--- src/rtl/mpeg_pkg.sv ---
// Shared constants, state enum and timestamp encoder for the MPEG-1 system muxer.
// ST_END_CODE exists only when MPEG_MUXER_END_CODE_EN is defined.
package mpeg_pkg;

    localparam logic [7:0] SC_PREFIX0     = 8'h00;
    localparam logic [7:0] SC_PREFIX1     = 8'h00;
    localparam logic [7:0] SC_PREFIX2     = 8'h01;
    localparam logic [7:0] PACK_CODE      = 8'hBA;
    localparam logic [7:0] END_CODE_BYTE  = 8'hB9;
    localparam logic [7:0] PES_AUDIO_MIN  = 8'hC0;
    localparam logic [7:0] PES_AUDIO_MAX  = 8'hDF;
    localparam logic [7:0] PES_VIDEO_MIN  = 8'hE0;
    localparam logic [7:0] PES_VIDEO_MAX  = 8'hEF;

    typedef enum logic [2:0] {
        ST_IDLE,
        ST_PACK_SC,
        ST_PACK_BODY,
        ST_PES_SC,
        ST_PES_LEN,
        ST_PES_TS,
        ST_PAYLOAD
`ifdef MPEG_MUXER_END_CODE_EN
        , ST_END_CODE
`endif
    } mux_state_t;

    // Byte idx (0..4) of a 33-bit timestamp with its fixed marker bits.
    function automatic logic [7:0] ts_byte(input logic [32:0] ts, input logic [2:0] idx,
                                           input logic [3:0] prefix);
        case (idx)
            3'd0:    ts_byte = {prefix, ts[32:30], 1'b1};
            3'd1:    ts_byte = ts[29:22];
            3'd2:    ts_byte = {ts[21:15], 1'b1};
            3'd3:    ts_byte = ts[14:7];
            default: ts_byte = {ts[6:0], 1'b1};
        endcase
    endfunction

endpackage

--- src/rtl/mpeg_muxer.sv ---
// MPEG-1 system stream packetizer: one pack header plus one PES packet per start.
// Optional program end code generation is enabled by MPEG_MUXER_END_CODE_EN.
module mpeg_muxer
    import mpeg_pkg::*;
#(
    parameter logic [7:0]  STREAM_ID   = 8'hE0,
    parameter logic [15:0] PAYLOAD_LEN = 16'd2028,
    parameter logic [21:0] MUX_RATE    = 22'd3528
) (
    input  logic        clk,
    input  logic        reset,
    input  logic        start,
    input  logic [32:0] scr,
    input  logic [32:0] pts,
    input  logic        pts_valid,
    input  logic [7:0]  es_data,
    input  logic        es_valid,
    output logic        es_ready,
    output logic [7:0]  out_data,
    output logic        out_valid,
    input  logic        out_ready,
    output logic        busy,
    output logic        packet_done,
    input  logic        end_stream
);

    generate
        if (PAYLOAD_LEN < 16'd1 || PAYLOAD_LEN > 16'd65529) begin : g_bad_len
            $error("mpeg_muxer: PAYLOAD_LEN out of range 1..65529");
        end
        if (!((STREAM_ID >= PES_AUDIO_MIN && STREAM_ID <= PES_AUDIO_MAX) ||
              (STREAM_ID >= PES_VIDEO_MIN && STREAM_ID <= PES_VIDEO_MAX))) begin : g_odd_id
            $warning("mpeg_muxer: STREAM_ID is not an audio or video stream id");
        end
    endgenerate

    mux_state_t  r_state;
    logic [2:0]  r_idx;
    logic [15:0] r_count;
    logic [32:0] r_scr;
    logic [32:0] r_pts;
    logic        r_pts_valid;
    logic        r_busy;
    logic        r_packet_done;

    logic [7:0]  w_hdr_byte;
    logic [2:0]  w_last_idx;
    mux_state_t  w_next;
    logic [15:0] w_pes_len;
    logic        w_hs;

`ifndef MPEG_MUXER_END_CODE_EN
    logic w_unused_end_stream;
    assign w_unused_end_stream = end_stream;
`endif

    assign w_pes_len = r_pts_valid ? (PAYLOAD_LEN + 16'd5) : (PAYLOAD_LEN + 16'd1);

    // Header byte, final index and successor are all pure functions of state and index.
    always_comb begin
        w_hdr_byte = 8'h00;
        w_last_idx = 3'd0;
        w_next     = ST_IDLE;
        case (r_state)
            ST_PACK_SC: begin
                w_hdr_byte = (r_idx == 3'd2) ? SC_PREFIX2 :
                             (r_idx == 3'd3) ? PACK_CODE  : SC_PREFIX0;
                w_last_idx = 3'd3;
                w_next     = ST_PACK_BODY;
            end
            ST_PACK_BODY: begin
                case (r_idx)
                    3'd5:    w_hdr_byte = {1'b1, MUX_RATE[21:15]};
                    3'd6:    w_hdr_byte = MUX_RATE[14:7];
                    3'd7:    w_hdr_byte = {MUX_RATE[6:0], 1'b1};
                    default: w_hdr_byte = ts_byte(r_scr, r_idx, 4'b0010);
                endcase
                w_last_idx = 3'd7;
                w_next     = ST_PES_SC;
            end
            ST_PES_SC: begin
                w_hdr_byte = (r_idx == 3'd2) ? SC_PREFIX2 :
                             (r_idx == 3'd3) ? STREAM_ID  : SC_PREFIX1;
                w_last_idx = 3'd3;
                w_next     = ST_PES_LEN;
            end
            ST_PES_LEN: begin
                w_hdr_byte = (r_idx == 3'd0) ? w_pes_len[15:8] : w_pes_len[7:0];
                w_last_idx = 3'd1;
                w_next     = ST_PES_TS;
            end
            ST_PES_TS: begin
                w_hdr_byte = r_pts_valid ? ts_byte(r_pts, r_idx, 4'b0010) : 8'h0F;
                w_last_idx = r_pts_valid ? 3'd4 : 3'd0;
                w_next     = ST_PAYLOAD;
            end
`ifdef MPEG_MUXER_END_CODE_EN
            ST_END_CODE: begin
                w_hdr_byte = (r_idx == 3'd2) ? SC_PREFIX2    :
                             (r_idx == 3'd3) ? END_CODE_BYTE : SC_PREFIX0;
                w_last_idx = 3'd3;
                w_next     = ST_IDLE;
            end
`endif
            default: begin
                w_hdr_byte = 8'h00;
                w_last_idx = 3'd0;
                w_next     = ST_IDLE;
            end
        endcase
    end

    // Payload is a zero-latency pass-through so ES flow control reaches downstream directly.
    assign out_valid   = (r_state == ST_PAYLOAD) ? es_valid : (r_state != ST_IDLE);
    assign out_data    = (r_state == ST_PAYLOAD) ? es_data  : w_hdr_byte;
    assign es_ready    = (r_state == ST_PAYLOAD) && out_ready;
    assign busy        = r_busy;
    assign packet_done = r_packet_done;
    assign w_hs        = out_valid && out_ready;

    always_ff @(posedge clk) begin
        if (reset) begin
            r_state       <= ST_IDLE;
            r_idx         <= 3'd0;
            r_count       <= 16'd0;
            r_scr         <= 33'd0;
            r_pts         <= 33'd0;
            r_pts_valid   <= 1'b0;
            r_busy        <= 1'b0;
            r_packet_done <= 1'b0;
        end else begin
            r_packet_done <= 1'b0;
            case (r_state)
                ST_IDLE: begin
                    if (start) begin
                        r_scr       <= scr;
                        r_pts       <= pts;
                        r_pts_valid <= pts_valid;
                        r_state     <= ST_PACK_SC;
                        r_idx       <= 3'd0;
                        r_busy      <= 1'b1;
                    end
`ifdef MPEG_MUXER_END_CODE_EN
                    else if (end_stream) begin
                        r_state <= ST_END_CODE;
                        r_idx   <= 3'd0;
                        r_busy  <= 1'b1;
                    end
`endif
                end
                ST_PAYLOAD: begin
                    if (es_valid && out_ready) begin
                        if (r_count == 16'd1) begin
                            r_state       <= ST_IDLE;
                            r_busy        <= 1'b0;
                            r_packet_done <= 1'b1;
                        end
                        r_count <= r_count - 16'd1;
                    end
                end
                default: begin
                    if (w_hs) begin
                        if (r_idx == w_last_idx) begin
                            r_state <= w_next;
                            r_idx   <= 3'd0;
                            if (w_next == ST_PAYLOAD) r_count <= PAYLOAD_LEN;
                            if (w_next == ST_IDLE)    r_busy  <= 1'b0;
                        end else begin
                            r_idx <= r_idx + 3'd1;
                        end
                    end
                end
            endcase
        end
    end

endmodule

--- config.mk ---
export PLATFORM = sky130hd
export DESIGN_NAME = mpeg_muxer
export DESIGN_NICKNAME = d
export VERILOG_FILES = /design/src/rtl/mpeg_pkg.sv /design/src/rtl/mpeg_muxer.sv
export SDC_FILE = /design/constraint.sdc
export NUM_CORES = 1
export LEC_CHECK = 0
export BUFFER_PORTS_ARGS = -buffer_cell sky130_fd_sc_hd__buf_2
export CELL_PAD_IN_SITES_DETAIL_PLACEMENT = 0
export CELL_PAD_IN_SITES_GLOBAL_PLACEMENT = 1
export CORE_MARGIN = 2
export CORE_UTILIZATION = 43
export CTS_CLUSTER_SIZE = 14
export DETAILED_ROUTE_END_ITERATION = 8
export PLACE_DENSITY_LB_ADDON = 0.15
export SYNTH_ARGS = -nofsm -noshare
export SYNTH_HDL_FRONTEND = slang
export SYNTH_SLANG_ARGS = --single-unit
--- constraint.sdc ---
create_clock -name clk -period 3.9 [get_ports clk]
set_input_delay 0 -clock clk [delete_from_list [all_inputs] [get_ports clk]]
set_output_delay 0 -clock clk [all_outputs]
set_load 0.01 [all_outputs]
==> metrics.yaml <==
critical_path:
  setup.worst_path.start_class: "flop"
  startpoint: "r_idx[0]"
  reg2reg_slack_ps: 1030
  crit_type: "flop to output port"
  r2r_start: "r_state[1]"
  crit_end: "out_data[7]"
  cp_max_fo: 12
  cp-end-kind: "output port"
  crit_arrival_ps: 3210
  r2r_cells: 7
  r2r-end: "r_state[1]"
  required_ps: 3900
run:
  maxCapViolations: 0
synthesis:
  synth_fp_nets: 683
  async_flop_share: 0
  syn_area_um2: 4520
  synth_cell_types: 56
  synth_top_cell_by_area: "dfxtp_1"
  yosysWarningCount: 0
  yosys_register_bits: 91
  ys_top_cells_by_area: "dfxtp_1 40%, nand2_1 12%, a21oi_1 11%"
  postSynthCellCount: 593
  synth_edf_count: 0
  syn_avg_cell_area_um2: 7.63
  seq_area_frac_synth: 0.403
  synth_top_area_share: 0.403
  synth_flop_cell: "dfxtp_1"
sta:
  worst_slack_ps: 693
  slew_headroom: 0.362
  fin_setup_tns_ps: 0
  setup-violations-final: 0
  grt_setup_unrepaired: "no"
  hold_violations: 0
  fin_skew_ps: 12.3
  min_period_ps: 3210
  slew_viol_final: 0
  clock.fmax_mhz: 312
  post-route-period-util: 0.822
  worst_slew_pin_slew_ps: 955
outcome:
  status: "finished clean"
routing:
  drc: 0
  wl_per_cell_um: 15.2
  via_per_inst: 5.45
  drt-pass1-iter-count: 5
  routed_wl_mm: 13.1
  num_vias: 4700
  ant_nets: 0
  drtIter0Drc: 365
placed_design:
  place.detailed.hpwl_mm: 8.78
  post-place-ws_ps: 1060
  numPortBuffers: 91
  dpl-instance-area_um2: 5020
  gp_congestion: 0.857
clocking:
  clk_pin_slew_worst_paths_ps: 90
  clockBufferDepth: 2
  cts_buffers: 9
  insertion_delay_ps: 370
  h-tree-depth: 3
  cts_sinks: 91
  cts_tree: "built"
  cts_setup_buffers: 0
  clock-root-buffer: "clkbuf_8"
grt:
  track_usage: 0.232
  grt_overflow_total: 0
  grt_pass1_vias: 4373
  met2_usage: 0.364
  grt_pass1_wl_mm: 21.1
  antenna_found_initial: 0
  met1_usage: 0.323
  grt_max_degree: 71
  busiest_layer: "met2"
  met3_usage: 0.0399
floorplanning:
  io_pins: 93
  die-height_um: 107
  rows: 37
  fp.coreArea_um2: 10300
  dieArea_um2: 11400
  start_util: 0.440
  die_w_um: 107
cells_and_area:
  fill_cells: 999
  post-route-cell-area_um2: 5880
  layout-drive-gt1-share: 0.168
  syn_to_final_growth_pct: 30.1
  diodes: 0
  num-nets-final: 812
power_and_ir_drop:
  vdd_drop_max_v: 0.000220
  powerDensity_nw_per_um2: 397
  p_leak_uw: 0.00236
hold_path:
  hp-start: "es_valid"
  hold_class: "input port to flop"
where the power goes:
group	total, µW	switching (µW)	internal, µW
combinational	614	364	250
sequential	1110	88.9	1020
clock	616	332	284
layer usage:
metal	part of all wire	up-vias
met5	0	-
met4	0.017	0
met3	0.051	17
met2	0.45	150
met1	0.48	2178
li1	-	2355
flip-flops by register name (all words and copies together), names as in the netlist:
register	count
r_pts	33
r_scr	33
r_count	16
r_idx	3
r_state	3
busy	1
packet_done	1
r_pts_valid	1
cell type report:
| cell class | instances | area, µm² | area share |
|---|---|---|---|
| inverter | 14 | 52.6 | 0.00893 |
| sequential | 91 | 1820 | 0.310 |
| clock buffer | 13 | 169 | 0.0287 |
| tap | 136 | 170 | 0.0289 |
| multi-input combinational | 442 | 2480 | 0.421 |
| clock inverter | 3 | 21.3 | 0.00362 |
| timing repair buffer | 164 | 1170 | 0.199 |
worst max-delay path: stages (launching register included):
cell and delay [ps]:
dfxtp_1 380, inv_1 150, ha_1 480, nor2b_1 820
nor4b_1 180, a21o_1 220, a31oi_1 260, o221ai_1 180
buf_2 170
synthesized netlist by cell type (3+ instances only):
cell	instances
inv_1	13
dfxtp_1	91
a221o_1	11
a21oi_1	95
clkbuf_1	41
and3_1	3
a31oi_1	3
nor2b_1	5
o21ai_0	13
xnor2_1	9
a21o_1	3
and3b_1	3
nand4_1	3
nand2_1	149
and2_1	3
or4_1	5
ha_1	9
a222oi_1	9
o22ai_1	3
o221ai_1	5
nor2_1	26
a32oi_1	3
buf_2	3
nor3_1	16
xor2_1	5
nand3_1	11
a22o_1	7
a221oi_1	5
or3_1	3
nand2b_1	4
through the flow:
stage	utilization	power, µW	cells	hold slack, ps
after detailed placement	0.489	1690	780	246
after global routing	0.572	2480	863	114
after floorplan	-	1510	593	130
after global placement	0.489	1680	780	243
after CTS	0.572	2350	863	67.7
final	0.572	2340	863	78.3
cells by family after synthesis:
logic type                 share of synthesized area
and+or+nand+nor                                0.241
DFF                                            0.403
xor gates and xnor gates                      0.0271
adders and majority gates                     0.0249
AOI/OAI and AO/OA                              0.252
muxes                                        0.00221
buffers and inverters                         0.0506
what timing repair did:
action | in CTS | in global routing
hold buffers | 67 | 0
hold endpoints to repair | 67 | 0
gates resized for setup | 0 | 0
layout by cell type (no fill, tap or decap), types with 4 or more instances in the layout:
cell	n
nand3_1	10
buf_4	6
xnor2_1	9
nor2b_1	5
a22o_1	7
o221ai_1	5
xor2_1	5
or4_1	5
dlygate4sd3_1	67
inv_1	13
a21oi_1	95
clkbuf_8	12
a221oi_1	5
o21ai_0	13
dfxtp_1	91
ha_1	9
nand2b_1	4
nand2_1	149
a221o_1	11
nor3_1	16
a222oi_1	9
nor2_1	26
buf_2	91
how the worst min path moves through the flow:
stage                             end  slack, ps  cells after the start
after floorplan           out_data[1]        130                      2
after global placement      r_pts[31]        240                      3
after detailed placement    r_pts[30]        250                      3
after CTS                 packet_done         70                      5
after global routing      packet_done        110                      5
final                     packet_done         80                      5
(Power assumes the default switching activity.)
